### config.mk
export PLATFORM = sky130hd
export DESIGN_NAME = sodor_host_mem_loader
export DESIGN_NICKNAME = d
export VERILOG_FILES = /design/src/rtl/sodor_host_mem_pkg.sv /design/src/rtl/sodor_byte_packer.sv /design/src/rtl/sodor_host_mem_loader.sv
export SDC_FILE = /design/constraint.sdc
export NUM_CORES = 1
export LEC_CHECK = 0
export ABC_AREA = 1
export CAP_MARGIN = 15
export CORE_MARGIN = 1
export CORE_UTILIZATION = 40
export DETAILED_ROUTE_END_ITERATION = 12
export DONT_BUFFER_PORTS = 1
export PLACE_DENSITY = 0.61
export SLEW_MARGIN = 20
export SYNTH_ARGS = -nofsm -noshare
export SYNTH_HDL_FRONTEND = slang
export SYNTH_SLANG_ARGS = --single-unit
### constraint.sdc
create_clock -name clk -period 2 [get_ports clk]
set_input_delay 0.5 -clock clk [delete_from_list [all_inputs] [get_ports clk]]
set_output_delay 0.5 -clock clk [all_outputs]
set_load 0.05 [all_outputs]
### src/rtl/sodor_host_mem_pkg.sv
// Shared types for the Sodor host memory loader: command opcodes, loader
// states and width helpers derived from DATA_WIDTH.
package sodor_host_mem_pkg;

  typedef enum logic [1:0] {
    CMD_SET_ADDR   = 2'd0,
    CMD_WRITE_BYTE = 2'd1,
    CMD_FLUSH      = 2'd2,
    CMD_READ_WORD  = 2'd3
  } cmd_op_e;

  typedef enum logic [1:0] {
    ST_IDLE     = 2'd0,
    ST_RD_ISSUE = 2'd1,
    ST_RD_RSP   = 2'd2
  } loader_state_e;

  function automatic int unsigned mask_width(input int unsigned data_width);
    return data_width / 8;
  endfunction

  function automatic int unsigned lane_bits(input int unsigned data_width);
    return (data_width / 8 > 1) ? $clog2(data_width / 8) : 1;
  endfunction

endpackage

### src/rtl/sodor_byte_packer.sv
// Byte staging for the host loader: inserts bytes into lanes of a staging
// word and emits a one-cycle masked write when a word completes or is flushed.
module sodor_byte_packer
  import sodor_host_mem_pkg::*;
#(
  parameter  int unsigned DATA_WIDTH = 32,
  localparam int unsigned MASK_WIDTH = mask_width(DATA_WIDTH),
  localparam int unsigned LANE_BITS  = lane_bits(DATA_WIDTH)
) (
  input  logic                  clk,
  input  logic                  rst_n,
  input  logic                  wr_en,
  input  logic [7:0]            wr_byte,
  input  logic [LANE_BITS-1:0]  lane,
  input  logic                  flush,
  input  logic [31:0]           word_addr,
  output logic                  stage_pending,
  output logic                  hw_en,
  output logic [31:0]           hw_addr,
  output logic [DATA_WIDTH-1:0] hw_data,
  output logic [MASK_WIDTH-1:0] hw_mask
);

  logic [DATA_WIDTH-1:0] stage_data;
  logic [DATA_WIDTH-1:0] ins_data;
  logic [MASK_WIDTH-1:0] stage_mask;
  logic [MASK_WIDTH-1:0] ins_mask;
  logic [MASK_WIDTH-1:0] lane_onehot;
  logic                  last_lane;

  // Staging word as it would look with the incoming byte merged in.
  always_comb begin
    lane_onehot = MASK_WIDTH'(1) << lane;
    ins_data    = stage_data;
    for (int unsigned i = 0; i < MASK_WIDTH; i++) begin
      if (lane_onehot[i]) ins_data[i*8 +: 8] = wr_byte;
    end
    ins_mask  = stage_mask | lane_onehot;
    last_lane = (lane == LANE_BITS'(MASK_WIDTH - 1));
  end

  assign stage_pending = |stage_mask;

  always_ff @(posedge clk) begin
    if (!rst_n) begin
      stage_data <= '0;
      stage_mask <= '0;
      hw_en      <= 1'b0;
      hw_addr    <= '0;
      hw_data    <= '0;
      hw_mask    <= '0;
    end else begin
      hw_en <= 1'b0;
      if (wr_en && last_lane) begin
        hw_en      <= 1'b1;
        hw_addr    <= word_addr;
        hw_data    <= ins_data;
        hw_mask    <= ins_mask;
        stage_data <= '0;
        stage_mask <= '0;
      end else if (wr_en) begin
        stage_data <= ins_data;
        stage_mask <= ins_mask;
      end else if (flush) begin
        if (stage_mask != '0) begin
          hw_en   <= 1'b1;
          hw_addr <= word_addr;
          hw_data <= stage_data;
          hw_mask <= stage_mask;
        end
        stage_data <= '0;
        stage_mask <= '0;
      end
    end
  end

endmodule

### src/rtl/sodor_host_mem_loader.sv
// Host loader/readback bridge for the Sodor scratchpad host ports.
// Optional HOST_LOADER_CHECKSUM_EN adds a running byte checksum output.
module sodor_host_mem_loader
  import sodor_host_mem_pkg::*;
#(
  parameter  int unsigned DATA_WIDTH = 32,
  localparam int unsigned MASK_WIDTH = mask_width(DATA_WIDTH),
  localparam int unsigned LANE_BITS  = lane_bits(DATA_WIDTH)
) (
  input  logic                  clk,
  input  logic                  rst_n,
  input  logic                  cmd_valid,
  output logic                  cmd_ready,
  input  logic [1:0]            cmd_op,
  input  logic [31:0]           cmd_data,
  output logic                  rsp_valid,
  input  logic                  rsp_ready,
  output logic [DATA_WIDTH-1:0] rsp_data,
  output logic [31:0]           hw_addr,
  output logic [DATA_WIDTH-1:0] hw_data,
  output logic [MASK_WIDTH-1:0] hw_mask,
  output logic                  hw_en,
  output logic [31:0]           hr_addr,
  input  logic [DATA_WIDTH-1:0] hr_data,
`ifdef HOST_LOADER_CHECKSUM_EN
  output logic [31:0]           checksum,
`endif
  output logic                  busy
);

  cmd_op_e               op;
  loader_state_e         state, state_nxt;
  logic [31:0]           addr;
  logic [31:0]           word_addr;
  logic [LANE_BITS-1:0]  lane;
  logic                  cmd_fire;
  logic                  wr_en;
  logic                  flush;
  logic                  rd_phase;
  logic                  stage_pending;

  assign op        = cmd_op_e'(cmd_op);
  assign cmd_fire  = cmd_valid && cmd_ready;
  assign wr_en     = cmd_fire && (op == CMD_WRITE_BYTE);
  assign flush     = cmd_fire && (op != CMD_WRITE_BYTE);
  assign lane      = addr[LANE_BITS-1:0];
  assign word_addr = addr & ~(32'(MASK_WIDTH) - 32'd1);
  assign busy      = stage_pending || (state != ST_IDLE);

  sodor_byte_packer #(.DATA_WIDTH(DATA_WIDTH)) u_packer (
    .clk           (clk),
    .rst_n         (rst_n),
    .wr_en         (wr_en),
    .wr_byte       (cmd_data[7:0]),
    .lane          (lane),
    .flush         (flush),
    .word_addr     (word_addr),
    .stage_pending (stage_pending),
    .hw_en         (hw_en),
    .hw_addr       (hw_addr),
    .hw_data       (hw_data),
    .hw_mask       (hw_mask)
  );

  always_ff @(posedge clk) begin
    if (!rst_n) state <= ST_IDLE;
    else        state <= state_nxt;
  end

  always_comb begin
    state_nxt = state;
    cmd_ready = 1'b0;
    rsp_valid = 1'b0;
    case (state)
      ST_IDLE: begin
        cmd_ready = 1'b1;
        if (cmd_valid && op == CMD_READ_WORD) state_nxt = ST_RD_ISSUE;
      end
      ST_RD_ISSUE: begin
        if (rd_phase) state_nxt = ST_RD_RSP;
      end
      ST_RD_RSP: begin
        rsp_valid = 1'b1;
        if (rsp_ready) state_nxt = ST_IDLE;
      end
      default: state_nxt = ST_IDLE;
    endcase
  end

  // RD_ISSUE spans two cycles: the first lets any flush write land in memory,
  // the second presents hr_addr and captures the combinational read data.
  always_ff @(posedge clk) begin
    if (!rst_n) begin
      addr     <= '0;
      rd_phase <= 1'b0;
      hr_addr  <= '0;
      rsp_data <= '0;
    end else begin
      if (cmd_fire && op == CMD_WRITE_BYTE) addr <= addr + 32'd1;
      else if (cmd_fire && op == CMD_SET_ADDR) addr <= cmd_data;

      if (state == ST_RD_ISSUE) rd_phase <= ~rd_phase;
      else                      rd_phase <= 1'b0;

      if (state == ST_RD_ISSUE && !rd_phase) hr_addr <= word_addr;
      if (state == ST_RD_ISSUE && rd_phase)  rsp_data <= hr_data;
    end
  end

`ifdef HOST_LOADER_CHECKSUM_EN
  always_ff @(posedge clk) begin
    if (!rst_n) begin
      checksum <= '0;
    end else if (cmd_fire && op == CMD_WRITE_BYTE) begin
      checksum <= checksum + {24'd0, cmd_data[7:0]};
    end else if (cmd_fire && op == CMD_SET_ADDR) begin
      checksum <= '0;
    end
  end
`endif

endmodule

; ---- Yosys cells after proc, flatten, opt, wreduce, memory -nomap -nowiden
; Index checks and enable logic that the tools add are counted.
[totals]
reg_bits = 200
latchBits = 0
ram_bits = 0
romBits = 0
inputBits = 70
out_inout_bits = 136
elab_cells = 81
mem_count = 0
[classes]
n_addsub = 1
mul = 0
div = 0
magnitude_cmp = 0
n_eq_ne = 10
shift = 1
n_mux = 32
bitwise_logic = 3
n_reduce_logical = 23
[ops]
columns = cell, n
row1 = two-way mux 32 bit, 12
row2 = adder 32 x 1 -> 32 bit (second input constant), 1
row3 = two-way mux 8 bit, 4
row4 = two-way mux 4 bit, 6
row5 = nonzero test 2 bit, 5
row6 = logical AND 1 bit, 8
row7 = inequality test 2 bit (second input constant), 4
row8 = == test 2 bit (second input constant), 3
row9 = two-way mux 1 bit, 6
row10 = two-way mux 2 bit, 3
row11 = case mux 2 bit (3 select lines), 1
row12 = AND reduction 3 bit, 2
row13 = == test 2 x 1 -> 1 bit (second input constant), 2
row14 = logical NOT 2 bit, 2
row15 = bitwise OR 4 bit, 1
row16 = nonzero test 4 bit, 1
row17 = OR reduction 4 bit, 1
row18 = << shifter 1 x 2 -> 4 bit (first input constant), 1
row19 = inequality test 2 x 1 -> 1 bit (second input constant), 1
row20 = NOT 1 bit, 2
row21 = AND reduction 2 bit, 1
row22 = OR reduction 2 bit, 1
row23 = logical NOT 1 bit, 1
row24 = logical OR 1 bit, 1

; ---- Longest topological paths before layout
[depth]
depth_word = 7
depth_mapped = 11
depth_no_buf = 10

; ---- Cells and area by module
; From an unflattened synthesis, not the netlist that was laid out.
[hier_totals]
cells_unflattened = 1249
area_unflattened_um2 = 8823.5
[by_module_without_submodules]
columns = module, n_inst, cells_each, area_each_um2, seq_area_each_um2
row1 = sodor_host_mem_loader, 1, 705, 4670.7, 1941.9
row2 = sodor_byte_packer, 1, 544, 4152.7, 2102.0

; ---- Worst setup path before layout
; No wires, ideal clock.
[synth_timing]
path_kind = reg2reg
startpoint = register state[0]
endpoint = register addr[11]
setup_ns = 0.117
t_arrival_ns = 1.562
required_time_ns = 1.883
setup_slack_ns = 0.321
stages_incl_launch_ff = 9
path_buffers = 1
synth_period_minus_slack_ns = 1.679
cell_sequence = dfxtp_1 -> nor2_4 -> nand2_4 -> nor2_4 -> buf_2 -> and3_1 -> nand3_1 -> a21oi_1 -> nor2_1
[synth_between]
elab_chain_len = 5
elab_cells_between_ends = 7
classes_between = mux: 2 / reduce/logical: 5
[synth_lines]
columns = item, line_no
row1 = "start, declared", sodor_host_mem_loader.sv:32  ; loader_state_e state, state_nxt;
row2 = "start signal, assigned", sodor_host_mem_loader.sv:67  ; else state <= state_nxt;
row3 = logical NOT 2 bit (*), sodor_host_mem_loader.sv:74  ; case (state)
row4 = two-way mux 1 bit (*), sodor_host_mem_loader.sv:74
row5 = net cmd_ready, sodor_host_mem_loader.sv:13  ; output logic cmd_ready,
row6 = logical AND 1 bit (*), sodor_host_mem_loader.sv:43  ; assign cmd_fire = cmd_valid && cmd_ready;
row7 = "logical AND 1 bit, on equally long branches", "sodor_host_mem_loader.sv:99, sodor_host_mem_loader.sv:100"
row8 = two-way mux 32 bit or nonzero test 2 bit (tied branches), -
row9 = "end signal, assigned", sodor_host_mem_loader.sv:99  ; if (cmd_fire && op == CMD_WRITE_BYTE) addr <= addr + 32'd1;
row10 = "end signal, assigned", sodor_host_mem_loader.sv:100  ; else if (cmd_fire && op == CMD_SET_ADDR) addr <= cmd_data;
row11 = "end, declared", sodor_host_mem_loader.sv:33  ; logic [31:0] addr;
; Mark *: on every way through the listed nets, which the timed path passes. The rest lies on a longest branch.
; A chain may end at the register's enable or synchronous reset.

; ---- Worst setup path after layout
[layout_timing]
startpoint = register state[0]
endpoint = output busy
[layout_between]
elab_chain_len = 2
[layout_lines]
columns = item, line_no
row1 = nonzero test 2 bit, sodor_host_mem_loader.sv:48  ; assign busy = stage_pending || (state != ST_IDLE);
row2 = logical OR 1 bit, sodor_host_mem_loader.sv:48
row3 = "end, declared", sodor_host_mem_loader.sv:28  ; output logic busy
; No other way between the ends.

==> flow_summary_export.csv <==
group,metric,value,unit
logic_synthesis,yosysMostFrequentCell,"nand2_1",
power_and_ir_drop,power_density,884,nW/um2
placement,placed_cells,1470,
route,via_per_inst,5.35,
logic_synthesis,synth_top_area_cell,"dfxtp_1",
logic_synthesis,ys_seq_area_share,46.3,%
logic_synthesis,synth_edf_count,0,
floorplan,start_util,41.0,%
placement,portBuffers,0,
power_and_ir_drop,vdd_drop_max,0.586,mV
route,drtPass1Iterations,5,
logic_synthesis,synth_top_cell_area_share,46.3,%
logic_synthesis,synth_top_family_by_area,"simple AND/OR/NAND/NOR gates",
sta,post-route-period-util,95.5,%
logic_synthesis,ys_types,33,
sta,relSlewSlack,58.8,%
status,outcome,"finished, final reports clean",
sta,fin_worst_skew,0.0138,ns
logic_synthesis,ys_ff_latch,200,
floorplan,pin_count,206,
sta,rsz0062_at_grt,"false",
route,drc_errors,0,
sta,maxSlewViolCount,0,
route,vias,8044,
grt,gr-total-overflow,0,
layout,drive_above_1_share,8.31,%
clocking,clock_path_buffers,2,
clocking,cts_tree,"done",
layout,area_delta_synth_final,10.9,%
grt,grt_antenna_before_repair,0,
logic_synthesis,yosysWarnings,0,
route,wl_per_cell,17.2,um
logic_synthesis,synth_area_per_cell,6.99,um2
grt,grt_pass1_wl,40.1,mm
placement,hpwl,17.9,mm
route,detail-route-antenna-nets,0,
sta,hold_viol_final,0,
floorplan,core-area,21100,um2
sta,fmax,524,MHz
logic_synthesis,yosys.area_share.xor_xnor,0,%
logic_synthesis,synth_mux_area_share,0,%
clocking,numCtsBuffers,17,
floorplan,num_rows,53,
min_path,hp-class,"in -> reg",
critical_path,start_kind,"flip-flop",
logic_synthesis,syn_inst,1236,
logic_synthesis,synthTopCellsByCount,"nand2_1 (294), dfxtp_1 (200), a21oi_1 (164)",
sta,fin_crit,1.91,ns
clocking,clk_latency,0.45,ns
logic_synthesis,ys_async_sr_fraction,0,%
flow_run,maxCapViolations,0,
layout,num-nets-final,1288,
grt,grt_pass1_vias,7247,
critical_path,cp.arrival,1.41,ns
route,drt_iter0_drc,613,
logic_synthesis,syn_area,8640,um2
power_and_ir_drop,p_leak,3.46,nW
floorplan,dieWidth,149,um
sta,setup_viol,0,
critical_path,path_class,"reg -> out",
logic_synthesis,synth_compound_area_share,18.0,%
logic_synthesis,synthTopCellsByArea,"dfxtp_1 (46%), nand2_1 (13%), a21oi_1 (9.5%), nor2_1 (6.7%), o21ai_0 (5.7%)",
sta,tightest_slew,0.619,ns
logic_synthesis,synth-simple-area-share,27.8,%
grt,grt_use_total,23.1,%
layout,fin_cells,1503,
clocking,cts.sinks,200,
logic_synthesis,ys.flop_type,"dfxtp_1",
route,routed_wl,25.8,mm
critical_path,cp-end-kind,"primary output",
critical_path,cp.required,1.50,ns
clocking,htreeDepth,4,
clocking,clk_pin_slew,0.08,ns
clocking,cts_setup_buffers,0,
critical_path,worstPathMaxFanout,3,
sta,tns,0,ns
floorplan,die_h,149,um
clocking,cts-root-buf,"clkbuf_16",
layout,utilization,45.4,%
floorplan,die_area,22200,um2
grt,grt_max_degree,72,
placement,gp_congestion,0.928,
logic_synthesis,synthAdderAreaFrac,0.579,%
## worst max-delay path, stage by stage, from the launching register on
cell     delay [ns]
dfxtp_1        0.35
nor2_4         0.15
buf_4          0.24
nand2_2        0.23
## per-stage QoR
step / total power, W / hold WS (ns) / worst slack (ns) / cell area [um2]
after floorplan: 0.00479 / 0.408 / 0.321 / 8650
after global placement: 0.00497 / 0.420 / 0.225 / 8950
after detailed placement: 0.00497 / 0.426 / 0.198 / 8950
after CTS: 0.00853 / 0.174 / 0.0877 / 9570
after global routing: 0.00880 / 0.190 / 0.00315 / 9580
final: 0.00847 / 0.191 / 0.0904 / 9580
## timing repair
item                                   4_1_cts  5_1_grt
gates cloned                                 0        0
hold buffers                                 0        0
setup endpoints to repair                    1        8
endpoints found under the hold margin        0        0
gates resized for setup                      1        5
## area by class of cell
class | instances | area, um2
clock inverters | 13 | 155
diodes | 1 | 2.50
fillers | 2180 | 11500
multi-input cells | 883 | 4040
repair buffers | 36 | 295
inverters | 76 | 289
flip-flops and latches | 200 | 4000
well taps | 275 | 344
clock buffers | 19 | 453
## metal layers
| layer | share of wire, % | routed length [um] | GRT usage [%] |
|---|---|---|---|
| met1 | 44 | 11400 | 31.4 |
| met2 | 45 | 11700 | 35.7 |
| met3 | 8.5 | 2210 | 5.78 |
| met4 | 1.9 | 487 | 7.40 |
| met5 | 0 | 0 | 0 |
## where the power goes
part | leakage [nW] | internal, W | switching (W) | total, W
clock network | 0.301 | 0.00186 | 0.00172 | 0.00358
registers | 1.62 | 0.00406 | 0.000209 | 0.00427
logic | 1.54 | 0.000178 | 0.000437 | 0.000614
total | 3.46 | 0.00610 | 0.00237 | 0.00847
## flip-flops by register name (all words and copies together) (netlist names), 4 cells and up
name,cells
addr,32
hr_addr,30
rsp_data,32
u_packer.hw_addr,30
u_packer.hw_data,32
u_packer.hw_mask,4
u_packer.stage_data,32
u_packer.stage_mask,4
## final timing paths
kind,slack [ns],endpoint,cells after the start,start
worst min register to register,0.44,u_packer.stage_data[24]$_SDFFE_PP0P_,2,u_packer.stage_data[24]$_SDFFE_PP0P_
worst max-delay path,0.09,busy,3,state[0]$_SDFFE_PN0P_
worst min-delay path,0.19,addr[4]$_SDFFE_PN0P_,2,cmd_data[4]
worst max register to register,0.16,addr[22]$_SDFFE_PN0P_,10,addr[1]$_SDFFE_PN0P_
## cells by family (layout without fill, tap and decap cells)
| family | Yosys count | count (layout) |
|---|---|---|
| adders and majority gates | 4 | 4 |
| AOI/OAI and AO/OA | 300 | 300 |
| DFF | 200 | 200 |
| other | 1 | 5 |
| buffers and inverters | 156 | 144 |
| and+or+nand+nor | 575 | 575 |
## layout by cell type (no fill, tap or decap), types with 2 or more instances in the layout
master,instances
nand2_1,293
dfxtp_1,200
a21oi_1,164
nor2_1,151
o21ai_0,99
nand3_1,97
inv_1,69
buf_4,34
clkbuf_16,17
o21ai_1,11
o22ai_1,10
nor2_2,9
a22oi_1,8
or2_2,7
inv_2,5
inv_8,5
nand4_1,4
nor2_4,4
conb_1,4
nand2_4,3
a211oi_1,3
ha_1,3
inv_6,3
clkinv_4,3
nand3b_1,2
o21a_1,2
o211ai_1,2
clkbuf_8,2
buf_12,2
(Power assumes the default switching activity.)
